==> src/rtl/stage_id_pipe_pkg.sv <==
// Decode constants, condition codes and control payload shared by the ID stage.
package id_pkg;

    localparam int unsigned INST_W    = 32;
    localparam int unsigned REG_IDX_W = 4;
    localparam int unsigned ALU_CMD_W = 4;
    localparam int unsigned NUM_REGS  = 15;

    localparam logic [REG_IDX_W-1:0] PC_IDX = 4'd15;

    // Bit positions of {N,Z,C,V} in the status word
    localparam int unsigned FLAG_N = 3;
    localparam int unsigned FLAG_Z = 2;
    localparam int unsigned FLAG_C = 1;
    localparam int unsigned FLAG_V = 0;

    typedef enum logic [1:0] {
        MODE_DP     = 2'b00,
        MODE_MEM    = 2'b01,
        MODE_BRANCH = 2'b10,
        MODE_COPROC = 2'b11
    } mode_e;

    localparam logic [3:0] OP_AND = 4'b0000;
    localparam logic [3:0] OP_EOR = 4'b0001;
    localparam logic [3:0] OP_SUB = 4'b0010;
    localparam logic [3:0] OP_ADD = 4'b0100;
    localparam logic [3:0] OP_ADC = 4'b0101;
    localparam logic [3:0] OP_SBC = 4'b0110;
    localparam logic [3:0] OP_TST = 4'b1000;
    localparam logic [3:0] OP_CMP = 4'b1010;
    localparam logic [3:0] OP_ORR = 4'b1100;
    localparam logic [3:0] OP_MOV = 4'b1101;
    localparam logic [3:0] OP_MVN = 4'b1111;

    localparam logic [ALU_CMD_W-1:0] ALU_NOP = 4'b0000;
    localparam logic [ALU_CMD_W-1:0] ALU_MOV = 4'b0001;
    localparam logic [ALU_CMD_W-1:0] ALU_ADD = 4'b0010;
    localparam logic [ALU_CMD_W-1:0] ALU_ADC = 4'b0011;
    localparam logic [ALU_CMD_W-1:0] ALU_SUB = 4'b0100;
    localparam logic [ALU_CMD_W-1:0] ALU_SBC = 4'b0101;
    localparam logic [ALU_CMD_W-1:0] ALU_AND = 4'b0110;
    localparam logic [ALU_CMD_W-1:0] ALU_ORR = 4'b0111;
    localparam logic [ALU_CMD_W-1:0] ALU_EOR = 4'b1000;
    localparam logic [ALU_CMD_W-1:0] ALU_MVN = 4'b1001;

    typedef enum logic [3:0] {
        COND_EQ = 4'b0000, COND_NE = 4'b0001,
        COND_CS = 4'b0010, COND_CC = 4'b0011,
        COND_MI = 4'b0100, COND_PL = 4'b0101,
        COND_VS = 4'b0110, COND_VC = 4'b0111,
        COND_HI = 4'b1000, COND_LS = 4'b1001,
        COND_GE = 4'b1010, COND_LT = 4'b1011,
        COND_GT = 4'b1100, COND_LE = 4'b1101,
        COND_AL = 4'b1110, COND_NV = 4'b1111
    } cond_e;

    typedef struct packed {
        logic [ALU_CMD_W-1:0] aluCmd;
        logic                 memRead;
        logic                 memWrite;
        logic                 wbEn;
        logic                 branch;
        logic                 s;
    } ctrl_t;

    // Evaluate a condition field against the {N,Z,C,V} flags
    function automatic logic condPass(input logic [3:0] cond, input logic [3:0] flags);
        logic n, z, c, v;
        n = flags[FLAG_N];
        z = flags[FLAG_Z];
        c = flags[FLAG_C];
        v = flags[FLAG_V];
        case (cond_e'(cond))
            COND_EQ: condPass = z;
            COND_NE: condPass = ~z;
            COND_CS: condPass = c;
            COND_CC: condPass = ~c;
            COND_MI: condPass = n;
            COND_PL: condPass = ~n;
            COND_VS: condPass = v;
            COND_VC: condPass = ~v;
            COND_HI: condPass = c & ~z;
            COND_LS: condPass = ~c | z;
            COND_GE: condPass = (n == v);
            COND_LT: condPass = (n != v);
            COND_GT: condPass = ~z & (n == v);
            COND_LE: condPass = z | (n != v);
            COND_AL: condPass = 1'b1;
            default: condPass = 1'b0;
        endcase
    endfunction

endpackage

==> src/rtl/stage_id_pipe_reg_file_bypass.sv <==
// 15-entry register file with two read ports; index 15 reads the PC and an
// optional same-cycle write-back bypass feeds the read ports.
module reg_file_bypass
    import id_pkg::*;
#(
    parameter int unsigned DATA_W    = 32,
    parameter bit          BYPASS_WB = 1'b1
) (
    input  logic                 clk,
    input  logic                 rst,
    input  logic [DATA_W-1:0]    pc,
    input  logic [REG_IDX_W-1:0] rdIdxA,
    input  logic [REG_IDX_W-1:0] rdIdxB,
    output logic [DATA_W-1:0]    rdDataA,
    output logic [DATA_W-1:0]    rdDataB,
    input  logic                 wrEn,
    input  logic [REG_IDX_W-1:0] wrIdx,
    input  logic [DATA_W-1:0]    wrData
);

    logic [DATA_W-1:0] regs [NUM_REGS];

    // Writes to the PC slot are dropped; there is no storage behind it
    always_ff @(posedge clk or posedge rst) begin
        if (rst) begin
            for (int i = 0; i < int'(NUM_REGS); i++) begin
                regs[i] <= '0;
            end
        end else if (wrEn && (wrIdx != PC_IDX)) begin
            regs[wrIdx] <= wrData;
        end
    end

    always_comb begin
        rdDataA = '0;
        if (rdIdxA == PC_IDX) begin
            rdDataA = pc;
        end else if (BYPASS_WB && wrEn && (wrIdx == rdIdxA)) begin
            rdDataA = wrData;
        end else begin
            rdDataA = regs[rdIdxA];
        end
    end

    always_comb begin
        rdDataB = '0;
        if (rdIdxB == PC_IDX) begin
            rdDataB = pc;
        end else if (BYPASS_WB && wrEn && (wrIdx == rdIdxB)) begin
            rdDataB = wrData;
        end else begin
            rdDataB = regs[rdIdxB];
        end
    end

endmodule

==> src/rtl/stage_id_pipe.sv <==
// Decode stage with register read and the ID/EX pipeline register; supports
// bubble (hazard), flush and freeze of the ID/EX slot.
module stage_id_pipe
    import id_pkg::*;
#(
    parameter int unsigned DATA_W    = 32,
    parameter bit          BYPASS_WB = 1'b1
) (
    input  logic                 clk,
    input  logic                 rst,
    input  logic [DATA_W-1:0]    pcIn,
    input  logic [INST_W-1:0]    inst,
    input  logic                 instValid,
    input  logic [3:0]           status,
    input  logic                 wbWbEn,
    input  logic [REG_IDX_W-1:0] wbDest,
    input  logic [DATA_W-1:0]    wbValue,
    input  logic                 hazard,
    input  logic                 flush,
    input  logic                 freeze,
    output logic                 hazardTwoSrc,
    output logic [REG_IDX_W-1:0] srcA,
    output logic [REG_IDX_W-1:0] srcB,
    output logic                 outValid,
    output logic [ALU_CMD_W-1:0] aluCmd,
    output logic                 memRead,
    output logic                 memWrite,
    output logic                 wbEn,
    output logic                 branch,
    output logic                 s,
    output logic [DATA_W-1:0]    pcOut,
    output logic [DATA_W-1:0]    valRn,
    output logic [DATA_W-1:0]    valRm,
    output logic                 imm,
    output logic [11:0]          shiftOperand,
    output logic [23:0]          imm24,
    output logic [REG_IDX_W-1:0] dest,
    output logic [REG_IDX_W-1:0] src1,
    output logic [REG_IDX_W-1:0] src2
);

    mode_e                mode;
    logic                 immBit;
    logic                 sBit;
    logic [3:0]           opcode;
    logic [REG_IDX_W-1:0] rn;
    logic [REG_IDX_W-1:0] rd;
    ctrl_t                decCtrl;
    logic                 dpKnown;
    logic                 kill;
    logic [DATA_W-1:0]    rdValA;
    logic [DATA_W-1:0]    rdValB;
    ctrl_t                ctrlQ;
    logic                 validQ;

    assign mode   = mode_e'(inst[27:26]);
    assign immBit = inst[25];
    assign opcode = inst[24:21];
    assign sBit   = inst[20];
    assign rn     = inst[19:16];
    assign rd     = inst[15:12];

    // Instruction decode; unknown data-processing opcodes decode to all-zero control
    always_comb begin
        decCtrl = '0;
        dpKnown = 1'b0;
        case (mode)
            MODE_DP: begin
                dpKnown = 1'b1;
                case (opcode)
                    OP_MOV:  begin decCtrl.aluCmd = ALU_MOV; decCtrl.wbEn = 1'b1; end
                    OP_MVN:  begin decCtrl.aluCmd = ALU_MVN; decCtrl.wbEn = 1'b1; end
                    OP_ADD:  begin decCtrl.aluCmd = ALU_ADD; decCtrl.wbEn = 1'b1; end
                    OP_ADC:  begin decCtrl.aluCmd = ALU_ADC; decCtrl.wbEn = 1'b1; end
                    OP_SUB:  begin decCtrl.aluCmd = ALU_SUB; decCtrl.wbEn = 1'b1; end
                    OP_SBC:  begin decCtrl.aluCmd = ALU_SBC; decCtrl.wbEn = 1'b1; end
                    OP_AND:  begin decCtrl.aluCmd = ALU_AND; decCtrl.wbEn = 1'b1; end
                    OP_ORR:  begin decCtrl.aluCmd = ALU_ORR; decCtrl.wbEn = 1'b1; end
                    OP_EOR:  begin decCtrl.aluCmd = ALU_EOR; decCtrl.wbEn = 1'b1; end
                    OP_CMP:  decCtrl.aluCmd = ALU_SUB;
                    OP_TST:  decCtrl.aluCmd = ALU_AND;
                    default: dpKnown = 1'b0;
                endcase
                decCtrl.s = dpKnown & sBit;
            end
            MODE_MEM: begin
                decCtrl.aluCmd = ALU_ADD;
                if (sBit) begin
                    decCtrl.memRead = 1'b1;
                    decCtrl.wbEn    = 1'b1;
                end else begin
                    decCtrl.memWrite = 1'b1;
                end
            end
            MODE_BRANCH: decCtrl.branch = 1'b1;
            default: decCtrl = '0;
        endcase
    end

    // Stores read Rd as the second operand (the value to be stored)
    assign srcA         = rn;
    assign srcB         = decCtrl.memWrite ? rd : inst[3:0];
    assign hazardTwoSrc = instValid & (~immBit | decCtrl.memWrite);
    assign kill         = ~instValid | ~condPass(inst[31:28], status);

    reg_file_bypass #(
        .DATA_W    (DATA_W),
        .BYPASS_WB (BYPASS_WB)
    ) u_regFile (
        .clk     (clk),
        .rst     (rst),
        .pc      (pcIn),
        .rdIdxA  (srcA),
        .rdIdxB  (srcB),
        .rdDataA (rdValA),
        .rdDataB (rdValB),
        .wrEn    (wbWbEn),
        .wrIdx   (wbDest),
        .wrData  (wbValue)
    );

    // ID/EX slot: flush beats freeze, freeze beats hazard; bubbles keep data fields
    always_ff @(posedge clk or posedge rst) begin
        if (rst) begin
            validQ       <= 1'b0;
            ctrlQ        <= '0;
            pcOut        <= '0;
            valRn        <= '0;
            valRm        <= '0;
            imm          <= 1'b0;
            shiftOperand <= '0;
            imm24        <= '0;
            dest         <= '0;
            src1         <= '0;
            src2         <= '0;
        end else if (flush || (hazard && !freeze)) begin
            validQ <= 1'b0;
            ctrlQ  <= '0;
        end else if (!freeze) begin
            validQ       <= ~kill;
            ctrlQ        <= kill ? ctrl_t'('0) : decCtrl;
            pcOut        <= pcIn;
            valRn        <= rdValA;
            valRm        <= rdValB;
            imm          <= immBit;
            shiftOperand <= inst[11:0];
            imm24        <= inst[23:0];
            dest         <= rd;
            src1         <= srcA;
            src2         <= srcB;
        end
    end

    assign outValid = validQ;
    assign aluCmd   = ctrlQ.aluCmd;
    assign memRead  = ctrlQ.memRead;
    assign memWrite = ctrlQ.memWrite;
    assign wbEn     = ctrlQ.wbEn;
    assign branch   = ctrlQ.branch;
    assign s        = ctrlQ.s;

endmodule

==> config.mk <==
export PLATFORM = sky130hd
export DESIGN_NAME = stage_id_pipe
export DESIGN_NICKNAME = d
export VERILOG_FILES = /design/src/rtl/stage_id_pipe_pkg.sv /design/src/rtl/stage_id_pipe_reg_file_bypass.sv /design/src/rtl/stage_id_pipe.sv
export SDC_FILE = /design/constraint.sdc
export NUM_CORES = 2
export LEC_CHECK = 0
export ABC_AREA = 1
export BUFFER_PORTS_ARGS = -buffer_cell sky130_fd_sc_hd__buf_4
export CORE_ASPECT_RATIO = 1.5
export CORE_MARGIN = 4
export CORE_UTILIZATION = 45
export DETAILED_ROUTE_END_ITERATION = 10
export SYNTH_ARGS = -nofsm -noshare
export SYNTH_HDL_FRONTEND = slang
export SYNTH_SLANG_ARGS = --single-unit
==> constraint.sdc <==
create_clock -name clk -period 59.4 [get_ports clk]
set_input_delay 8.91 -clock clk [delete_from_list [all_inputs] [get_ports clk]]
set_output_delay 8.91 -clock clk [all_outputs]
set_load 0.05 [all_outputs]
==> impl_metrics.py <==
metrics = {
    "route": {
        "vias": 32869,
        "viasPerCell": 5.72,
        "drt_pre_antenna_iters": 7,
        "final_antenna_net_count": 0,
        "remaining_drc_errors": 0,
        "wl_per_cell_um": 22.7,
        "first_iter_violations": 3840,
        "routed_wirelength_mm": 130,
    },
    "yosys": {
        "yosysMostFrequentCell": "nand2_1",
        "syn_nets": 4784,
        "synthAdderAreaFrac": 0,
        "ys_types": 37,
        "synth_common_cells": "1502 x nand2_1, 697 x o21ai_0, 615 x dfrtp_1, 487 x nand3_1, 433 x inv_1",
        "synth_xor_area_frac": 0.000262,
        "postSynthCellCount": 4673,
        "synth_area_sq_um": 33400,
        "yosys.area_share.simple": 0.272,
        "yosys-mux-area-fraction": 0,
        "synth_area_leaders": "dfrtp_1 46%, nand2_1 17%, o21ai_0 10%",
        "ys.flop_type": "dfrtp_1",
        "yosysSeqAreaShare": 0.461,
        "syn_avg_cell_area_sq_um": 7.15,
        "synth_seq_cells": 615,
        "synth_top_family_by_area": "simple AND/OR/NAND/NOR gates",
        "ys_warn_count": 0,
        "synth_compound_area_frac": 0.168,
        "async_reset_ff_frac": 1.00,
        "synth_edf_count": 0,
        "yosysTopAreaCell": "dfrtp_1",
        "yosys.area.top_type_share": 0.461,
    },
    "status": {
        "status": "complete, no violations",
    },
    "power": {
        "swShare": 0.366,
        "pwr_density_cell_nw_per_um2": 34.8,
        "p_comb_frac": 0.277,
        "power.leakage_uw": 0.0187,
        "pwr-share-clk": 0.298,
        "internal_power_uw": 831,
        "vdd.ir_drop.worst_v": 0.0000250,
        "p_switching_uw": 479,
        "seq_power_share": 0.425,
    },
    "sta": {
        "hold_viol": 0,
        "timing.fmax_ghz": 0.0498,
        "report.final.setup_viol": 0,
        "finalCriticalPeriod_ns": 20.06,
        "slew_viol_final": 0,
        "finalSetupTns_ns": 0,
        "slew_headroom": 0.238,
        "finalCritPeriodShare": 0.338,
        "worstMarginPinSlew_ns": 1.14,
        "rsz0062_at_grt": "false",
        "finClkSkew_ns": 0.0162,
    },
    "worst_setup_path": {
        "critPathRequiredTime_ns": 50.49,
        "crit_path_start_kind": "input port",
        "cpMostUsedCell": "buf_4",
        "path_max_fanout": 51,
        "crit_slowest_cell": "nand2_4",
        "slowest_delay_ns": 0.57,
        "critPathBufInv": 4,
        "cp.arrival_ns": 11.15,
        "crit_family": "buffers and inverters",
        "crit_chain": "buf_4, inv_2, nand3_2, nand2_2, buf_4, nand2_4, buf_4",
        "end_kind": "primary output",
        "crit_type": "in -> out",
    },
    "clock_tree": {
        "cts_tree": "built",
        "cts_setup_buffers": 0,
        "htreeDepth": 2,
        "cts_buffers": 61,
        "cts_sinks": 615,
        "clock_latency_ns": 0.67,
        "clk_pin_slew_ns": 0.06,
        "cts.path.max_buffers": 3,
        "root_buffer": "clkbuf_16",
        "cts_resized": 0,
        "cts_hold_buf": 0,
    },
    "place": {
        "dpl.hpwl_mm": 77.2,
        "gp_congestion": 0.870,
        "port_buffers": 274,
        "placedInstanceArea_sq_um": 35700,
        "dp.cells": 5627,
    },
    "floorplan": {
        "initial_core_util": 0.453,
        "dieArea_sq_um": 78700,
        "ios": 275,
        "rows": 122,
        "core_sq_um": 73700,
        "fp.dieH_um": 342,
        "die_w_um": 230,
    },
    "hold_path": {
        "hold_class": "reg -> reg",
    },
    "global_routing": {
        "antenna_found_initial": 8,
        "overflow": 0,
        "grt_max_degree": 189,
        "grt_usage": 0.323,
        "first_global_vias": 31063,
        "grt_pass1_wl_mm": 196,
    },
    "finish": {
        "final_nets": 4809,
        "drive_gt1_frac": 0.101,
        "final_cells": 5744,
        "syn2layout_area_growth_pct": 12.6,
        "stdcell_area_sq_um": 37600,
    },
    "job": {
        "cap_violations": 0,
    },
}
[worst min-delay path, delay by kind of cell (launching register included)]
kind,cells,cell delay [ns]
flip-flops,1,0.35
AND/OR/NAND/NOR,2,0.09
[power by group through the flow]
stage	combinational, uW	sequential, uW	clock [uW]
6_report	363	557	390
5_1_grt	400	567	414
4_1_cts	360	555	396
3_5_place_dp	359	562	0
3_3_place_gp	355	560	0
2_1_floorplan	198	610	0
[cells by family after synthesis]
kind of cell,after synthesis
AOI/OAI and AO/OA,1025
xor gates and xnor gates,1
and+or+nand+nor,2213
DFF,615
buffers and inverters,819
[per-stage QoR]
step / setup slack [ns] / util / hold slack, ns / power (uW)
floorplan: 33.27 / - / 0.453 / 808
detailed placement: 39.37 / 0.484 / 0.461 / 921
CTS: 39.38 / 0.510 / 0.477 / 1310
global placement: 39.39 / 0.484 / 0.458 / 915
global route: 39.30 / 0.510 / 0.499 / 1380
finish: 39.34 / 0.510 / 0.474 / 1310
[area by class of cell]
class	instances	area [sq um]
Antenna cell	6	15.0
Clock buffer	94	1830
Multi-Input combinational cell	3239	14800
Timing Repair Buffer	334	2530
Sequential cell	615	15400
Clock inverter	17	118
Tap cell	992	1240
Fill cell	7456	36100
Inverter	447	1700
[sequential cells by signal (all words and copies together), names as in the netlist, 4 cells and up]
| signal | flops |
|---|---|
| shiftOperand | 11 |
| src2 | 4 |
| aluCmd | 4 |
| valRn | 32 |
| valRm | 32 |
| pcOut | 32 |
| imm24 | 13 |
| u_regFile.regs | 480 |
[per-layer routing]
layer | routed length [um] | track usage
met1 | 51600 | 0.426
met2 | 58800 | 0.513
met4 | 7280 | 0.155
met5 | 20 | 0
met3 | 12800 | 0.0626
[cell usage in the layout (no fill, tap or decap), drive strengths merged, types with 5 or more instances in the layout]
cell,synthesis,routed
o21ai,697,697
o221ai,29,29
a31oi,13,13
nor2,192,192
o211ai,45,45
nor3,12,12
dfrtp,615,615
buf,130,334
inv,442,445
clkbuf,242,94
o2111ai,48,48
o22ai,5,5
diode,0,6
nand2,1509,1509
a21oi,165,165
nand4,7,7
clkinv,5,18
nand3,490,490
a22oi,16,16
[final timing paths]
| path | to | cells after the start | from | slack [ns] |
|---|---|---|---|---|
| worst min-delay path | pcOut[10] | 2 | pcOut[10] | 0.47 |
| worst min register to register | pcOut[10] | 2 | pcOut[10] | 0.47 |
| min in group asynchronous | pcOut[26] | 2 | rst | 8.38 |
| worst max register to register | valRn[0] | 10 | u_regFile.regs[288] | 57.58 |
| max in group asynchronous | u_regFile.regs[235] | 5 | rst | 48.03 |
| worst max-delay path | srcB[0] | 7 | inst[20] | 39.34 |
Power figures use the tool's default switching activity.
